--- src/rtl/seg_pkg.sv ---
// Shared constants for the 7-segment scan monitor: segment/digit indices,
// the hex glyph table and the capture FSM state encoding.
package seg_pkg;

  localparam int SEG_A = 0;
  localparam int SEG_B = 1;
  localparam int SEG_C = 2;
  localparam int SEG_D = 3;
  localparam int SEG_E = 4;
  localparam int SEG_F = 5;
  localparam int SEG_G = 6;

  // Strobe bit positions: digit1 is the leftmost digit and sits in the MSB.
  localparam int DIG1 = 3;
  localparam int DIG2 = 2;
  localparam int DIG3 = 1;
  localparam int DIG4 = 0;

  // Active-high glyphs in {G,F,E,D,C,B,A} order, indexed by hex code.
  localparam logic [6:0] HEX_TABLE [16] = '{
    7'h3F, 7'h06, 7'h5B, 7'h4F, 7'h66, 7'h6D, 7'h7D, 7'h07,
    7'h7F, 7'h6F, 7'h77, 7'h7C, 7'h39, 7'h5E, 7'h79, 7'h71
  };

  typedef enum logic [1:0] {
    IDLE   = 2'd0,
    SETTLE = 2'd1,
    HOLD   = 2'd2
  } state_t;

  function automatic logic [2:0] strobe_count(input logic [3:0] dig_n);
    return 3'($countones(~dig_n));
  endfunction

  function automatic logic [1:0] dig_index(input logic [3:0] dig_n);
    case (dig_n)
      4'b0111: return 2'(DIG1);
      4'b1011: return 2'(DIG2);
      4'b1101: return 2'(DIG3);
      default: return 2'(DIG4);
    endcase
  endfunction

endpackage

--- src/rtl/seg7_to_hex.sv ---
// Inverse of the display encoder: active-high segment pattern to hex code.
// Patterns outside the 16-glyph table (including all-off) give code 0, bad=1.
module seg7_to_hex
  import seg_pkg::*;
(
  input  logic [6:0] seg,
  output logic [3:0] code,
  output logic       bad
);

  logic [6:0] glyph;

  assign glyph = {seg[SEG_G], seg[SEG_F], seg[SEG_E], seg[SEG_D],
                  seg[SEG_C], seg[SEG_B], seg[SEG_A]};

  always_comb begin
    code = 4'h0;
    bad  = 1'b1;
    for (int i = 0; i < 16; i++) begin
      if (glyph == HEX_TABLE[i]) begin
        code = 4'(i);
        bad  = 1'b0;
      end
    end
  end

endmodule

--- src/rtl/seg_scan_decoder.sv ---
// Loopback monitor for the multiplexed 4-digit 7-segment bus: waits for each
// digit to settle, decodes it and publishes whole frames. Define
// SEG_SCAN_DP_CAPTURE_EN to also capture decimal points into dp_mask.
module seg_scan_decoder
  import seg_pkg::*;
#(
  parameter int STABLE_CYCLES  = 4,
  parameter int TIMEOUT_CYCLES = 4096
) (
  input  logic        clk,
  input  logic        rst,
  input  logic [3:0]  dig_n,
  input  logic [6:0]  seg_n,
  input  logic        dp_n,
  output logic        frame_valid,
  output logic [15:0] frame_val,
  output logic [3:0]  bad_mask,
`ifdef SEG_SCAN_DP_CAPTURE_EN
  output logic [3:0]  dp_mask,
`endif
  output logic        err_multi,
  output logic        disp_off
);

  localparam logic [7:0]  STABLE_TGT  = 8'(STABLE_CYCLES);
  localparam logic [15:0] TIMEOUT_TGT = 16'(TIMEOUT_CYCLES);

  logic [3:0]  dig_p1;
  logic [6:0]  seg_p1;
  state_t      state, state_next;
  logic [3:0]  cur_dig;
  logic [6:0]  cur_seg;
  logic [7:0]  stab_cnt;
  logic [15:0] idle_cnt;
  logic [3:0]  cap_mask;
  logic [15:0] staging_val;
  logic [3:0]  staging_bad;
  logic        legal, illegal, same, timeout, publish;
  logic        load, inc, cap;
  logic [3:0]  dec_code;
  logic        dec_bad;
  logic [1:0]  slot;

`ifdef SEG_SCAN_DP_CAPTURE_EN
  logic        dp_p1;
  logic        cur_dp;
  logic [3:0]  staging_dp;
`else
  logic        dp_unused;
  assign dp_unused = dp_n;
`endif

  // ---- p1: input register; every decision below uses these copies ----
  always_ff @(posedge clk or posedge rst) begin
    if (rst) dig_p1 <= 4'hF;
    else     dig_p1 <= dig_n;
  end

  always_ff @(posedge clk) begin
    seg_p1 <= seg_n;
`ifdef SEG_SCAN_DP_CAPTURE_EN
    dp_p1  <= dp_n;
`endif
  end

  // ---- classification and capture FSM ----
  assign legal   = (strobe_count(dig_p1) == 3'd1);
  assign illegal = (strobe_count(dig_p1) >= 3'd2);
  assign timeout = (idle_cnt == TIMEOUT_TGT);
  assign publish = (cap_mask == 4'hF);
`ifdef SEG_SCAN_DP_CAPTURE_EN
  assign same = (dig_p1 == cur_dig) && (seg_p1 == cur_seg) && (dp_p1 == cur_dp);
`else
  assign same = (dig_p1 == cur_dig) && (seg_p1 == cur_seg);
`endif

  always_comb begin
    state_next = state;
    load       = 1'b0;
    inc        = 1'b0;
    cap        = 1'b0;
    case (state)
      IDLE: begin
        if (legal) begin
          load       = 1'b1;
          state_next = SETTLE;
        end
      end
      SETTLE: begin
        if (!legal) begin
          state_next = IDLE;
        end else if (!same) begin
          load = 1'b1;
        end else if (stab_cnt + 8'd1 == STABLE_TGT) begin
          cap        = 1'b1;
          state_next = HOLD;
        end else begin
          inc = 1'b1;
        end
      end
      HOLD: begin
        if (!legal) begin
          state_next = IDLE;
        end else if (!same) begin
          load       = 1'b1;
          state_next = SETTLE;
        end
      end
      default: state_next = IDLE;
    endcase
  end

  seg7_to_hex u_dec (
    .seg  (~cur_seg),
    .code (dec_code),
    .bad  (dec_bad)
  );

  assign slot = dig_index(cur_dig);

  always_ff @(posedge clk or posedge rst) begin
    if (rst) begin
      state       <= IDLE;
      cur_dig     <= 4'hF;
      stab_cnt    <= 8'd0;
      idle_cnt    <= 16'd0;
      cap_mask    <= 4'h0;
      frame_valid <= 1'b0;
      frame_val   <= 16'h0;
      bad_mask    <= 4'h0;
`ifdef SEG_SCAN_DP_CAPTURE_EN
      dp_mask     <= 4'h0;
`endif
      err_multi   <= 1'b0;
      disp_off    <= 1'b0;
    end else begin
      state <= state_next;
      if (load) begin
        cur_dig  <= dig_p1;
        stab_cnt <= 8'd1;
      end else if (inc || cap) begin
        stab_cnt <= stab_cnt + 8'd1;
      end
      if (illegal) err_multi <= 1'b1;
      if (legal)         idle_cnt <= 16'd0;
      else if (!timeout) idle_cnt <= idle_cnt + 16'd1;
      if (cap)          disp_off <= 1'b0;
      else if (timeout) disp_off <= 1'b1;
      // ---- p2: frame publication from the staging register ----
      frame_valid <= publish;
      if (publish) begin
        frame_val <= staging_val;
        bad_mask  <= staging_bad;
`ifdef SEG_SCAN_DP_CAPTURE_EN
        dp_mask   <= staging_dp;
`endif
      end
      // A capture in the publish cycle belongs to the next frame.
      if (timeout) cap_mask <= 4'h0;
      else         cap_mask <= (publish ? 4'h0 : cap_mask) | (cap ? ~cur_dig : 4'h0);
    end
  end

  always_ff @(posedge clk) begin
    if (load) begin
      cur_seg <= seg_p1;
`ifdef SEG_SCAN_DP_CAPTURE_EN
      cur_dp  <= dp_p1;
`endif
    end
    if (cap) begin
      staging_val[4*slot +: 4] <= dec_code;
      staging_bad[slot]        <= dec_bad;
`ifdef SEG_SCAN_DP_CAPTURE_EN
      staging_dp[slot]         <= ~cur_dp;
`endif
    end
  end

endmodule

--- config.mk ---
export PLATFORM = sky130hd
export DESIGN_NAME = seg_scan_decoder
export DESIGN_NICKNAME = d
export VERILOG_FILES = /design/src/rtl/seg_pkg.sv /design/src/rtl/seg7_to_hex.sv /design/src/rtl/seg_scan_decoder.sv
export SDC_FILE = /design/constraint.sdc
export NUM_CORES = 1
export LEC_CHECK = 0
export ABC_AREA = 1
export CORE_ASPECT_RATIO = 0.9
export CORE_MARGIN = 4
export CORE_UTILIZATION = 30
export CTS_BUF_LIST = sky130_fd_sc_hd__clkbuf_8
export DETAILED_ROUTE_END_ITERATION = 6
export HOLD_SLACK_MARGIN = 0.08
export SYNTH_ARGS = -nofsm -noshare
export SYNTH_HDL_FRONTEND = slang
export SYNTH_HIERARCHICAL = 1
export SYNTH_SLANG_ARGS = --single-unit
--- constraint.sdc ---
create_clock -name clk -period 3.45 [get_ports clk]
set_clock_uncertainty 0.15 [all_clocks]
set_input_delay 0.345 -clock clk [delete_from_list [all_inputs] [get_ports clk]]
set_output_delay 0.345 -clock clk [all_outputs]
set_load 0.02 [all_outputs]
==> run metrics, run 1 <==
status finished clean; Setup Viol. Count Final 0; drt first-iter violations 233; largest net degree at the start of global routing 62; Critical Path Source dig_p1[1]$_DFF_PP1_; TNS Setup 0 ns; H-tree levels 3; Comb pwr share 0.213; #FFs+latches synth 95; min-delay src dig_n[2]; multi-input combinational cell area 1900 um2; Tmin final 3.08 ns; Switching Power 0.861 mW; total wire length 8720 um; Critical R2R Launch dig_p1[1]$_DFF_PP1_; first-pass GRT wire length 16200 um; post_cts resized 0; post-synthesis cell count 575; Reg area 2490 um2; Clock Latency Late Sink 0.37 ns; CTS sink cnt 95; Worst Path Max Fanout 5; hold endpoint dig_p1[2]$_DFF_PP1_; max_cap viols 0; R2R setup slack 0.37 ns; Detailed Place HPWL 6570 um; I/O Buffers 35; syn_area_per_cell 8.31 um2; commonest non-fill, non-tap cell in the layout nand2_1; fin area 5580 um2; initial antenna violation count 0; Metal-1 WL 4720 um; Synth cell types 38; vias per inst 4.31; vias in the first global route 3532; synthesized area 4780 um2; CTS root buffer clkbuf_8; CP arrival 2.95 ns; number of cells on the worst hold path 1; period utilisation layout 0.893; Die Y 128 um; Seq/Total Area, Yosys 0.520; total grt overflow 0; Site Rows 43; most frequent cells in the layout nand2_1, inv_1, nor2_1; CP Capture Type flip-flop; Final Hold Fails 0; part of the power in registers 0.517; met2 wire length 3600 um; post-place instance area 5400 um2; Ys Warns 6; DR vias 3565; pwr dens 464 nW/um2; Num CTS Buffers 9; Clk pwr share 0.271; DRC violations left 0; hold buffer count at CTS 0; CTS tree done; Avg WL per Cell 10.5 um; clk slew on worst S/H paths 0.09 ns; Boundary Pins 37; r2r endpoint staging_val[5]$_DFFE_PP_; chip width 141 um; setup bufs post-CTS 0; Critical Path RT 3.32 ns; sw frac 0.333; Die Area 18000 um2; initial core utilization 0.309; Mapped Nets 604; clk buf depth 2; fillcell total 1624; Slew Limit Headroom 0.488; Int Pwr 1.73 mW; gpl congestion 0.851; highest metal used met4; met3 wire length 283 um; Core Footprint 15500 um2; Peak Freq 0.325 GHz; global-route usage over all layers 0.107; Pins Over Slew Limit 0; DR pass1 iterations 4; Slew @ Worst Pin 0.768 ns; type of origin of the critical path flip-flop; Crit Path Category flip-flop to flip-flop; Ant. Diodes 0; Worst R2R Path Depth 10; Leakage 2.65 nW; RSZ-0062 raised after global routing false; worst vdd ir 0.331 mV; Routed Antenna Nets 0; Hold WC Path Type input port to flip-flop; layout net count 650; synth-to-layout area growth 16.7%; layout cells sized above 1 0.0911
-- metrics by stage --
step                      setup slack (ns)   util  hold WS (ns)  cells  total power, mW
after global placement               0.392  0.348         0.275    812             1.91
after global routing                 0.134  0.360         0.207    828             2.77
after CTS                            0.320  0.360         0.205    828             2.63
after floorplan                      0.412      -         0.199    575             1.78
final                                0.370  0.360         0.230    828             2.59
after detailed placement             0.316  0.348         0.276    812             1.91
-- routing by layer --
metal / up-vias / track usage
li1: 1903 / -
met1: 1609 / 0.157
met2: 43 / 0.158
met3: 10 / 0.0213
met4: 0 / 0.0342
met5: - / 0
-- final cells by class --
cell class / count / share of cell area
tap: 202 / 0.0453
inverter: 94 / 0.0635
timing repair buffer: 42 / 0.0722
multi-input combinational: 379 / 0.340
clock inverter: 7 / 0.0110
sequential: 95 / 0.446
clock buffer: 9 / 0.0222
-- worst max-delay path, cell delays in order, from the launching register on --
cell     delay (ns)
dfstp_2        0.59
fa_1           0.42
inv_1          0.07
ha_1           0.16
inv_1          0.05
ha_1           0.31
nor3_4         0.24
nand2_2        0.10
nor2_4         0.11
nand2_1        0.14
nor2_1         0.39
-- power groups by stage --
| stage | Sequential, mW | Clock, mW | Combinational, mW |
|---|---|---|---|
| floorplan | 1.33 | 0 | 0.442 |
| global placement | 1.36 | 0 | 0.549 |
| detailed placement | 1.36 | 0 | 0.555 |
| CTS | 1.34 | 0.734 | 0.557 |
| global route | 1.35 | 0.768 | 0.651 |
| finish | 1.34 | 0.700 | 0.550 |
-- state kept, by name (all words and copies together), names as in the netlist --
register	cells
idle_cnt	16
state	2
disp_off	1
dig_p1	4
frame_val	16
err_multi	1
cap_mask	4
seg_p1	7
staging_val	16
stab_cnt	8
cur_dig	4
cur_seg	7
bad_mask	4
staging_bad	4
frame_valid	1
-- synth_stat cells, drive strengths merged --
cell | n | area (um2)
o21bai | 1 | 7.51
or2 | 1 | 6.26
edfxtp | 27 | 811
nor3b | 1 | 12.5
o211ai | 1 | 7.51
buf | 2 | 22.5
inv | 93 | 349
dfrtp | 53 | 1330
xnor2 | 6 | 52.6
o21ai | 22 | 118
clkinv | 1 | 5.00
nor4 | 1 | 6.26
nand3b | 3 | 22.5
xor2 | 3 | 26.3
ha | 14 | 175
and3 | 1 | 11.3
nand3 | 35 | 195
a21oi | 16 | 80.1
nor3 | 9 | 72.6
clkbuf | 5 | 18.8
fa | 1 | 20.0
dfxtp | 7 | 140
nand4 | 17 | 113
dfstp | 8 | 210
o21a | 1 | 7.51
nand2 | 185 | 712
o31ai | 1 | 7.51
nor2 | 60 | 245
-- how the worst max path moves through the flow --
stage / end / slack (ns) / cells after the start
floorplan: staging_bad[0]$_DFFE_PP_ / 0.41 / 10
global placement: staging_val[3]$_DFFE_PP_ / 0.39 / 10
detailed placement: staging_val[2]$_DFFE_PP_ / 0.32 / 10
CTS: staging_val[0]$_DFFE_PP_ / 0.32 / 10
global route: staging_val[5]$_DFFE_PP_ / 0.13 / 10
finish: staging_val[5]$_DFFE_PP_ / 0.37 / 10
-- kinds of logic after synthesis --
group | after synthesis | share of synthesized area
AOI/OAI and AO/OA | 42 | 0.0476
xor gates and xnor gates | 9 | 0.0165
adders and majority gates | 15 | 0.0408
buffers and inverters | 101 | 0.0827
DFF | 95 | 0.520
and+or+nand+nor | 313 | 0.292
(Power assumes the default switching activity.)
==> run 2, diff against run 1 <==
--- a/config.mk
+++ b/config.mk
@@ -12,7 +12,9 @@
 export CTS_BUF_LIST = sky130_fd_sc_hd__clkbuf_8
 export DETAILED_ROUTE_END_ITERATION = 6
 export HOLD_SLACK_MARGIN = 0.08
+export SLEW_MARGIN = 0
 export SYNTH_ARGS = -nofsm -noshare
 export SYNTH_HDL_FRONTEND = slang
 export SYNTH_HIERARCHICAL = 1
 export SYNTH_SLANG_ARGS = --single-unit
+export TNS_END_PERCENT = 30
==> results of run 2 <==
The final DEF is identical to that of run 1; final timing and power are the same.
